$ cat src/rtl/rwd_uart_tx_if.sv
// Register write-back port of the processing unit: a write strobe plus its data word.
interface rwd_uart_tx_if #(
  parameter int unsigned DW = 16
);
  logic          we;
  logic [DW-1:0] rwd;

  // Processing unit side
  modport master (output we, output rwd);
  // Trace transmitter side
  modport slave  (input we, input rwd);
endinterface

$ cat src/rtl/rwd_uart_tx.sv
// Register write-back tracer: queues every register write in a small FIFO and
// streams each word off-chip as 8N1 frames, most-significant byte first.
// The writer is never stalled; writes that find the FIFO full are dropped and
// recorded in the sticky ovf flag.
module rwd_uart_tx #(
  parameter int unsigned DW    = 16,
  parameter int unsigned DEPTH = 8,
  parameter int unsigned DIV   = 16
) (
  input  logic                     clk,
  input  logic                     rst,
  rwd_uart_tx_if.slave             wb,
  output logic                     txd,
  output logic                     busy,
  output logic                     ovf,
  output logic [$clog2(DEPTH):0]   count
);

  localparam int unsigned NB  = DW / 8;
  localparam int unsigned AW  = $clog2(DEPTH);
  localparam int unsigned CW  = AW + 1;
  localparam int unsigned BCW = (DIV > 1) ? $clog2(DIV) : 1;
  localparam int unsigned BYW = (NB > 1) ? $clog2(NB) : 1;

  typedef enum logic [1:0] {
    S_IDLE  = 2'd0,
    S_START = 2'd1,
    S_DATA  = 2'd2,
    S_STOP  = 2'd3
  } state_e;

  state_e          state_q,    state_d;
  logic [BCW-1:0]  bit_cnt_q,  bit_cnt_d;
  logic [2:0]      bit_idx_q,  bit_idx_d;
  logic [BYW-1:0]  byte_idx_q, byte_idx_d;
  logic [DW-1:0]   shreg_q,    shreg_d;
  logic [AW-1:0]   wr_ptr_q,   wr_ptr_d;
  logic [AW-1:0]   rd_ptr_q,   rd_ptr_d;
  logic [CW-1:0]   count_q,    count_d;
  logic            ovf_q,      ovf_d;
  logic            txd_q,      txd_d;
  logic            busy_q,     busy_d;

  logic [DW-1:0]   mem_q [DEPTH];

  logic            push;
  logic            pop;
  logic            bit_end;
  logic [7:0]      cur_byte;

  // Next-state logic for the FIFO bookkeeping, the frame sequencer and the line driver
  always_comb begin
    state_d    = state_q;
    bit_cnt_d  = bit_cnt_q;
    bit_idx_d  = bit_idx_q;
    byte_idx_d = byte_idx_q;
    shreg_d    = shreg_q;
    pop        = 1'b0;
    bit_end    = (bit_cnt_q == BCW'(DIV - 1));

    case (state_q)
      S_IDLE: begin
        if (count_q != CW'(0)) begin
          pop        = 1'b1;
          shreg_d    = mem_q[rd_ptr_q];
          state_d    = S_START;
          bit_cnt_d  = '0;
          bit_idx_d  = '0;
          byte_idx_d = '0;
        end
      end
      S_START: begin
        if (bit_end) begin
          bit_cnt_d = '0;
          bit_idx_d = '0;
          state_d   = S_DATA;
        end else begin
          bit_cnt_d = bit_cnt_q + BCW'(1);
        end
      end
      S_DATA: begin
        if (bit_end) begin
          bit_cnt_d = '0;
          if (bit_idx_q == 3'd7) begin
            state_d = S_STOP;
          end else begin
            bit_idx_d = bit_idx_q + 3'd1;
          end
        end else begin
          bit_cnt_d = bit_cnt_q + BCW'(1);
        end
      end
      S_STOP: begin
        if (bit_end) begin
          bit_cnt_d = '0;
          if (byte_idx_q == BYW'(NB - 1)) begin
            state_d = S_IDLE;
          end else begin
            // Next byte moves into the top of the shift register
            byte_idx_d = byte_idx_q + BYW'(1);
            shreg_d    = shreg_q << 8;
            state_d    = S_START;
          end
        end else begin
          bit_cnt_d = bit_cnt_q + BCW'(1);
        end
      end
      default: state_d = S_IDLE;
    endcase

    // A full FIFO still accepts a write on the edge that frees a slot
    push     = wb.we & ((count_q != CW'(DEPTH)) | pop);
    wr_ptr_d = push ? (wr_ptr_q + AW'(1)) : wr_ptr_q;
    rd_ptr_d = pop  ? (rd_ptr_q + AW'(1)) : rd_ptr_q;

    case ({push, pop})
      2'b10:   count_d = count_q + CW'(1);
      2'b01:   count_d = count_q - CW'(1);
      default: count_d = count_q;
    endcase

    ovf_d = ovf_q | (wb.we & ~push);

    // Line level is computed from the next state so txd leaves a flop
    cur_byte = shreg_d[DW-1 -: 8];
    case (state_d)
      S_START: txd_d = 1'b0;
      S_DATA:  txd_d = cur_byte[bit_idx_d];
      default: txd_d = 1'b1;
    endcase

    busy_d = (count_d != CW'(0)) | (state_d != S_IDLE);
  end

  // State and control registers
  always_ff @(posedge clk) begin
    if (rst) begin
      state_q    <= S_IDLE;
      bit_cnt_q  <= '0;
      bit_idx_q  <= '0;
      byte_idx_q <= '0;
      shreg_q    <= '0;
      wr_ptr_q   <= '0;
      rd_ptr_q   <= '0;
      count_q    <= '0;
      ovf_q      <= 1'b0;
      txd_q      <= 1'b1;
      busy_q     <= 1'b0;
    end else begin
      state_q    <= state_d;
      bit_cnt_q  <= bit_cnt_d;
      bit_idx_q  <= bit_idx_d;
      byte_idx_q <= byte_idx_d;
      shreg_q    <= shreg_d;
      wr_ptr_q   <= wr_ptr_d;
      rd_ptr_q   <= rd_ptr_d;
      count_q    <= count_d;
      ovf_q      <= ovf_d;
      txd_q      <= txd_d;
      busy_q     <= busy_d;
    end
  end

  // FIFO storage; contents need no reset since occupancy is tracked by count_q
  always_ff @(posedge clk) begin
    if (!rst && push) begin
      mem_q[wr_ptr_q] <= wb.rwd;
    end
  end

  assign txd   = txd_q;
  assign busy  = busy_q;
  assign ovf   = ovf_q;
  assign count = count_q;

endmodule

$ cat src/flat_wrapper.sv
// flat-port wrapper written by rule: the top's interface ports become plain ports
module rwd_uart_tx_flat 
#(
  parameter int unsigned DW    = 16,
  parameter int unsigned DEPTH = 8,
  parameter int unsigned DIV   = 16
)
  (clk, rst, txd, busy, ovf, count, wb_we, wb_rwd);
  rwd_uart_tx_if #(.DW(DW)) wb_i ();
  input  logic clk;
  input  logic rst;
  output logic txd;
  output logic busy;
  output logic ovf;
  output logic [$clog2(DEPTH):0] count;
  input wire logic [$bits(wb_i.we)-1:0] wb_we;
  input wire logic [$bits(wb_i.rwd)-1:0] wb_rwd;
  assign wb_i.we = wb_we;
  assign wb_i.rwd = wb_rwd;
  rwd_uart_tx #(.DW(DW), .DEPTH(DEPTH), .DIV(DIV)) u_core (.clk(clk), .rst(rst), .wb(wb_i), .txd(txd), .busy(busy), .ovf(ovf), .count(count));
endmodule
$ cat config.mk
export PLATFORM = sky130hd
export DESIGN_NAME = rwd_uart_tx_flat
export DESIGN_NICKNAME = d
export VERILOG_FILES = /design/src/rtl/rwd_uart_tx_if.sv /design/src/rtl/rwd_uart_tx.sv /design/src/flat_wrapper.sv
export SDC_FILE = /design/constraint.sdc
export NUM_CORES = 1
export LEC_CHECK = 0
export ABC_AREA = 1
export CAP_MARGIN = 25
export CORE_AREA = 2 2 126 128
export CTS_CLUSTER_SIZE = 10
export DETAILED_ROUTE_END_ITERATION = 6
export DIE_AREA = 0 0 128 130
export GPL_ROUTABILITY_DRIVEN = 0
export HOLD_SLACK_MARGIN = 0.05
export PLACE_DENSITY = 0.66
export SYNTH_ARGS = -nofsm -noshare
export SYNTH_HDL_FRONTEND = slang
export SYNTH_SLANG_ARGS = --single-unit
$ cat constraint.sdc
create_clock -name clk -period 3.76 [get_ports clk]
set_input_delay 0.752 -clock clk [delete_from_list [all_inputs] [get_ports clk]]
set_output_delay 0.752 -clock clk [all_outputs]
set_load 0.1 [all_outputs]
# Yosys cells after proc, flatten, opt, wreduce, memory -nomap -nowiden
# Memories as Yosys holds them, arrays and structs flattened. A register that Yosys moved wholly into a read port is not among the register bits.
# Cells that the tools add are included.
[op_classes]
n_eq_ne = 13
reduce_logical = 10
add_sub_neg = 7
magnitude_cmp = 1
mux = 33
bitwise_logic = 6
[op_table]
columns = ["op", "count"]
rows = [
  ["two-way mux 16 bit", 3],
  ["case mux 16 bit (2 select lines)", 1],
  ["two-way mux 3 bit", 6],
  ["case mux 4 bit (2 select lines)", 2],
  ["two-way mux 2 bit", 5],
  ["adder 3 x 1 -> 3 bit, second input constant", 3],
  ["two-way mux 1 bit", 9],
  ["case mux 3 bit (3 select lines)", 1],
  ["adder 4 x 1 -> 4 bit, second input constant", 2],
  ["== test 2 bit, second input constant", 4],
  ["two-way mux 4 bit", 2],
  ["case mux 2 bit (4 select lines)", 1],
  ["nonzero test 4 bit", 2],
  ["== test 2 x 1 -> 1 bit, second input constant", 3],
  ["== test 4 bit, second input constant", 1],
  ["less-than comparator 3 x 4 -> 1 bit, second input constant", 1],
  ["inequality test 2 x 1 -> 1 bit, second input constant", 2],
  ["inequality test 4 bit, second input constant", 1],
  ["case mux 1 bit (2 select lines)", 2],
  ["AND reduction 4 bit", 1],
  ["nonzero test 2 bit", 2],
  ["subtractor 4 x 1 -> 4 bit, second input constant", 1],
  ["binary-select mux 1 bit (select 3 bit)", 1],
  ["== test 3 bit, second input constant", 1],
  ["10 further kinds", 13],
]
[word_totals]
wordCells = 83
input_bits = 19
out_inout_bits = 7
ff_bits = 39
mem_bits_rw = 128
memories = 1
[mem_list]
columns = ["memory", "words", "width", "read_ports", "rd_clocked_by_memory_dff", "wr", "line", "rtl"]
rows = [
  ["u_core.mem_q", 8, 16, 1, 1, 1, "rwd_uart_tx.sv:44", "logic [DW-1:0] mem_q [DEPTH];"],
]

# Longest topological paths before layout
# Gate-level depths: netlist (run 1).
[logic_depth]
ltp_word = 9
mapped_depth = 16
depth_no_buf = 16

# Least setup slack after synthesis (run 1)
# Ideal clock, no wire load.
[synth_timing]
kind = "register to register"
start = "register u_core.count_q[2] (netlist: u_core.count[2])"
end = "memory u_core.mem_q[0][0] (enable)"
arrival_ps = 2758
setup_time_ps = 409
setup_slack_ps = 593
n_path_buf = 0
synth_period_minus_slack_ps = 3167
required_time_ps = 3351
stages_incl_launch_ff = 7
cell_sequence = "dfxtp_1 -> inv_1 -> nand4_1 -> nand2_1 -> nor2_1 -> inv_1 -> nor3_1"
[synth_via]
elab_chain_cells = 8
word_cells_on_any_way = 9
cone_classes = "eq/ne (1); mux (4); bitwise (2); reduce/logical (2)"
[synth_rtl]
columns = ["element", "line", "rtl"]
rows = [
  ["start: declaration", "rwd_uart_tx.sv:39", "logic [CW-1:0] count_q, count_d;"],
  ["start signal: assignment", "rwd_uart_tx.sv:157", "count_q <= count_d;"],
  ["nonzero test 4 bit", "rwd_uart_tx.sv:63", "if (count_q != CW'(0)) begin"],
  ["two-way mux 1 bit", "rwd_uart_tx.sv:63", ""],
  ["two-way mux 1 bit", "rwd_uart_tx.sv:61", "case (state_q)"],
  ["OR 1 bit (*)", "rwd_uart_tx.sv:112", "push = wb.we & ((count_q != CW'(DEPTH)) | pop);"],
  ["bitwise AND 1 bit (*)", "rwd_uart_tx.sv:112", ""],
  ["logical AND 1 bit (*)", "rwd_uart_tx.sv:166", "if (!rst && push) begin"],
  ["two-way mux 1 bit (*)", "rwd_uart_tx.sv:166", ""],
  ["two-way mux 1 bit (implied by the code) (*)", "rwd_uart_tx.sv:167", "mem_q[wr_ptr_q] <= wb.rwd;"],
  ["end: declaration", "rwd_uart_tx.sv:44", ""],
]
# Every way passes the cells marked *; elsewhere a longest branch is shown, timed or not.

# Final worst setup path (run 1)
[layout_timing]
start = "register u_core.count_q[1] (netlist: u_core.count[1])"
end = "output port count[1]"
[layout_rtl]
columns = ["element", "line", "rtl"]
rows = [
  ["end: declaration", "flat_wrapper.sv:15", "output logic [$clog2(DEPTH):0] count;"],
]
# No word-level cell between the ends.

==> results of run 1 <==
state kept, by name, summed over array words and instances (netlist names), named ones only:
name,cells
u_core.count,4
u_core.rd_ptr_q,3
u_core.shreg_q,16
u_core.bit_cnt_q,4
u_core.txd,1
u_core.mem_q,128
u_core.wr_ptr_q,3
u_core.busy,1
u_core.state_q,2
u_core.byte_idx_q,1
u_core.ovf,1
u_core.bit_idx_q,3
final cells by class:
type	instances	area [µm²]
multi-input combinational	485	2400
clock inverter	14	100
sequential	170	4690
tap	192	240
fill	1329	6910
timing repair buffer	39	368
inverter	79	298
clock buffer	17	425
per-layer routing:
layer  vias up  wire length, µm  global-route usage (%)
met5         -                0                       0
met1      2571             7070                    27.1
met3        31              763                    3.90
met4         0              336                    8.60
li1       2620                -                       -
met2       134             8060                    34.2
power by group:
group / internal (mW) / switching, mW
Combinational: 0.587 / 1.40
Clock: 0.840 / 0.719
Sequential: 2.20 / 0.119
Total: 3.62 / 2.23
placed cells by master, fill, tap and decap left out, types with 8 or more instances in the layout:
master / instances
a21oi_1: 20
buf_4: 13
clkbuf_16: 17
clkdlybuf4s50_1: 25
dfxtp_1: 41
edfxtp_1: 128
ha_1: 11
inv_1: 70
inv_2: 8
nand2_1: 174
nand3_1: 67
nor2_1: 87
o21ai_0: 47
o22ai_1: 19
path summary, 6_finish.rpt:
path	startpoint	end	cells after the start
worst max-delay path	u_core.count[1]$_SDFF_PP0_	count[1]	1
worst min-delay path	u_core.shreg_q[7]$_SDFFE_PP0P_	u_core.shreg_q[7]$_SDFFE_PP0P_	2
worst max register to register	u_core.state_q[0]$_SDFF_PP0_	u_core.busy$_SDFF_PP0_	12
worst min register to register	u_core.shreg_q[7]$_SDFFE_PP0P_	u_core.shreg_q[7]$_SDFFE_PP0P_	2
metrics by stage:
| stage | area, µm² | power (mW) | cells | utilization [%] |
|---|---|---|---|---|
| 2_1_floorplan | 7510 | 3.82 | 764 | - |
| 3_3_place_gp | 7970 | 4.26 | 964 | 51.7 |
| 3_5_place_dp | 7970 | 4.31 | 964 | 51.7 |
| 4_1_cts | 8500 | 5.88 | 995 | 55.1 |
| 5_1_grt | 8520 | 6.20 | 996 | 55.2 |
| 6_report | 8520 | 5.86 | 996 | 55.2 |
cell families (layout without fill, tap and decap cells):
group	count (synthesis)	after routing	synth area share, %
AOI/OAI and AO/OA	100	100	7.32
xor gates and xnor gates	3	3	0.350
adders and majority gates	12	12	2.10
buffers and inverters	109	149	5.90
DFF	170	170	62.4
and+or+nand+nor	370	370	21.9
==> flow_summary.toml, run 1 <==
[worst_setup_path]
crit_slowest_cell = "clkdlybuf4s50_1"
rrSetupSlack_ns = 1.41
startpoint_type = "register"
crit_required_ns = 3.01
path_buf_inv = 1
crit_arrival_ns = 2.02
crit_path_max_fanout = 5
timing.setup.critical_path_class = "reg -> out"
timing.critical_path.max_delay_family = "buffers and inverters"
worstSetupEndpointType = "output pin"
worstPathCellList = "clkdlybuf4s50_1"
critical_path.max_stage_delay_ns = 1.17

[clocking]
clockRootBuffer = "clkbuf_16"
clk-insertion-delay-late_ns = 0.42
cts_resized = 0
tritoncts_num_sinks = 170
maximum_number_of_buffers_from_clock_root_to_sink = 2
cts_made_buffers = 17
tritoncts = "done"
worst_setup_hold_path_clk_slew_ns = 0.07
post-cts-setup-buffers = 0
holdBufCountCts = 0
htree_num_levels = 4

[yosys]
post_synth_num_cell_types = 39
post_synthesis_cell_count = 764
ys_seq_elements = 170
asyncSetResetFlopFracSynth_pct = 0
ys_seq_area_share_pct = 62.4
synth.cell_area_um2 = 7510
synth_top_cells_by_area = "edfxtp_1 51%, dfxtp_1 11%, nand2_1 8.7%"
synth_nets = 795
synth_area_per_cell_um2 = 9.83
synth_top_area_cell = "edfxtp_1"
ys.warnings.count = 0
synth_commonest_cells = "174 x nand2_1, 128 x edfxtp_1, 87 x nor2_1"
synth-main-ff-cell = "edfxtp_1"
synth-edff-count = 128
yosysTopAreaCellShare_pct = 51.2
synth.most_common_cell = "nand2_1"

[place]
preCtsSetupSlack_ns = 1.01
placement.io_buffers = 25
detailed_place_hpwl_um = 9980

[sta]
report.final.hold_viol_count = 0
min_period_ns = 2.77
timing.final.crit_share_pct = 73.7
whs_ns = 0.472
post-route-worst-setup-slack_ns = 0.987
timing.final.setup_violations = 0
setup-tns-final_ns = 0
max-slew-margin-rel_pct = 35.0
fmax_ghz = 0.361
worst-slew-pin-transition_ns = 0.972
report.final.slew_viol_count = 0
rsz0062_at_grt = "false"
timing.clock.skew_ns = 0.00801

[route]
route.detailed.wl_per_inst_um = 16.3
drt-pass1-iter-count = 5
detail_route.iter0.violations = 371
route.detailed.vias_per_inst = 5.38
postRouteWirelength_um = 16200
remaining_drc_errors = 0
drt.antenna.violating_nets = 0
num_vias = 5356

[cells_and_area]
finalNetCount = 823
num_antenna_cells = 0
area.growth.synth_to_final_pct = 13.5
final_layout_size_suffix_gt1_share_pct = 10.8

[power_and_ir_drop]
powerDensity_nw_per_um2 = 688
p_leak_nw = 3.33
power.ir.vdd_worst_uv = 376

[run_status]
status = "finished, final reports clean"

[die]
floorplan.die.height_um = 130
fp.dieArea_um2 = 16600
start_util_pct = 48.7
fp.dieW_um = 128
floorplan.io_pins = 26
floorplan.rows = 46
design.core.area_um2 = 15400

[global_routing]
grt_max_degree = 67
grt-ovfl-total = 0
first_global_vias = 5228
grt_pass1_wl_um = 26200
grt.total_usage_pct = 20.7
number_of_antenna_violations_at_the_first_check_in_global_routing = 0

[worst_hold_path]
min_path_type = "reg -> reg"

[flow_run]
max_cap_violations = 0
No activity file was read; power rests on OpenSTA's default activity.
==> run 2: changes to the inputs <==
PLACE_DENSITY = 0.69   (was 0.66)
clock period = 2.5 ns   (was 3.76 ns; I/O delays follow)
==> flow_summary.toml, run 2 (same netlist as run 1, synthesis figures left out) <==
[clocking]
holdBufCountCts = 0
cts_made_buffers = 17
tritoncts_num_sinks = 170
worst_setup_hold_path_clk_slew_ns = 0.07
clk-insertion-delay-late_ns = 0.44
post-cts-setup-buffers = 0
tritoncts = "done"
cts_resized = 0
maximum_number_of_buffers_from_clock_root_to_sink = 2
htree_num_levels = 4
clockRootBuffer = "clkbuf_16"

[cells_and_area]
largest_register_ffs = 128
finalNetCount = 832
mostFrequentLayoutCells = "174 x nand2_1, 128 x edfxtp_1, 86 x nor2_1"
fill_cells = 1338
layout.cell_area.non_filler_um2 = 8690
mostFrequentLayoutCell = "nand2_1"
final_layout_size_suffix_gt1_share_pct = 13.8
max_flop_register = "u_core.mem_q"
num_antenna_cells = 0
area.growth.synth_to_final_pct = 15.7
reg_top3 = "u_core.mem_q (128), u_core.shreg_q (16)"
finish.utilization_pct = 56.3
layout.cells.non_filler = 1006

[die]
start_util_pct = 48.7
design.core.area_um2 = 15400
floorplan.rows = 46
fp.dieW_um = 128
floorplan.io_pins = 26
fp.dieArea_um2 = 16600
floorplan.die.height_um = 130

[global_routing]
number_of_antenna_violations_at_the_first_check_in_global_routing = 0
grt_max_degree = 67
first_global_vias = 5401
grt_pass1_wl_um = 26400
grt-ovfl-total = 0
grt.total_usage_pct = 21.0

[worst_setup_path]
crit_arrival_ns = 2.60
worstSetupEndpointType = "register"
worstPathCellList = "inv_1, ha_2, nand2_4, nor2_2, ha_1, a21oi_1, nand2_1, o21ai_1, o21ai_1, or2_2, nand3_1, nand3_1"
startpoint_type = "register"
crit_slowest_cell = "dfxtp_1"
crit_required_ns = 2.82
timing.critical_path.max_delay_family = "simple AND/OR/NAND/NOR gates"
r2r-start = "u_core.state_q[1]$_SDFF_PP0_"
timing.setup.critical_path_class = "reg -> reg"
timing.critical_path.from = "u_core.state_q[1]$_SDFF_PP0_"
critical_path.max_stage_delay_ns = 0.36
path_buf_inv = 1
crit_path_max_fanout = 6

[route]
num_vias = 5394
remaining_drc_errors = 0
drt-pass1-iter-count = 5
postRouteWirelength_um = 16400
detail_route.iter0.violations = 462
route.detailed.wl_per_inst_um = 16.3
route.detailed.vias_per_inst = 5.36
drt.antenna.violating_nets = 0

[worst_hold_path]
min_path_type = "reg -> reg"
hold_path.startpoint = "u_core.shreg_q[4]$_SDFFE_PP0P_"

[power_and_ir_drop]
internal-power_mw = 5.63
clock_power_share_pct = 28.4
power_switching_share_pct = 38.2
p_leak_nw = 3.43
switch_pwr_mw = 3.48
p_seq_share_pct = 38.3
share_comb_of_total_power_pct = 33.3
powerDensity_nw_per_um2 = 1050
power.ir.vdd_worst_uv = 707

[place]
post_dp_cell_area_um2 = 8100
preCtsSetupSlack_ns = 0.0539
detailed_place_hpwl_um = 10500
placement.io_buffers = 25
dpl.cell_count = 974

[sta]
fmax_ghz = 0.438
post-route-worst-setup-slack_ns = 0.215
rsz0062_at_grt = "false"
report.final.slew_viol_count = 0
min_period_ns = 2.28
max-slew-margin-rel_pct = 53.6
timing.clock.skew_ns = 0.0144
report.final.hold_viol_count = 0
worst-slew-pin-transition_ns = 0.696
setup-tns-final_ns = 0
timing.final.crit_share_pct = 91.4
timing.final.setup_violations = 0

[flow_run]
max_cap_violations = 0

[run_status]
status = "finished, final reports clean"
-- run 2: cell types whose count changed in the layout (fill, tap and decap cells not counted), sizes merged --
cell / change
buf: +16
clkdlybuf4s50: -7
clkinvlp: -3
inv: +3
bufinv: +1
clkbuf: +1
clkinv: -1
-- run 2: layout make-up --
| type | count | area [µm²] | share of cell area (%) |
|---|---|---|---|
| timing repair buffer | 48 | 468 | 5.39 |
| sequential | 170 | 4690 | 54.0 |
| clock buffer | 18 | 429 | 4.94 |
| multi-input combinational | 485 | 2400 | 27.7 |
| inverter | 79 | 298 | 3.43 |
| clock inverter | 14 | 156 | 1.80 |
| tap | 192 | 240 | 2.76 |
-- run 2: final timing paths --
| path | cells after the start | endpoint | slack [ns] |
|---|---|---|---|
| worst max register to register | 12 | u_core.busy$_SDFF_PP0_ | 0.22 |
| worst min-delay path | 2 | u_core.shreg_q[4]$_SDFFE_PP0P_ | 0.47 |
| worst min register to register | 2 | u_core.shreg_q[4]$_SDFFE_PP0P_ | 0.47 |
| worst max-delay path | 12 | u_core.busy$_SDFF_PP0_ | 0.22 |
-- run 2: stage by stage --
stage	total power, mW	hold slack [ns]
finish	9.11	0.470
global route	9.65	0.491
CTS	9.13	0.474
detailed placement	6.55	0.464
global placement	6.45	0.454
floorplan	5.75	0.445
-- run 2: tightest hold or removal path, delay by kind of cell (launching register included) --
family           cells  cell delay [ns]
flip-flops           1             0.31
AO/OA/AOI/OAI        1             0.05
AND/OR/NAND/NOR      1             0.06
-- run 2: power groups by stage --
stage | registers [mW] | clock network (mW) | logic (mW)
after floorplan | 3.79 | 0 | 1.95
after global placement | 3.53 | 0 | 2.93
after detailed placement | 3.54 | 0 | 3.01
after CTS | 3.48 | 2.62 | 3.03
after global routing | 3.51 | 2.75 | 3.38
final | 3.49 | 2.59 | 3.03
-- run 2: routing by layer --
| layer | up-vias | routed length (µm) | GRT usage, % |
|---|---|---|---|
| met4 | 0 | 306 | 8.79 |
| met1 | 2562 | 6990 | 25.7 |
| met5 | - | 0 | 0 |
| li1 | 2644 | - | - |
| met3 | 31 | 873 | 4.47 |
| met2 | 157 | 8260 | 36.5 |
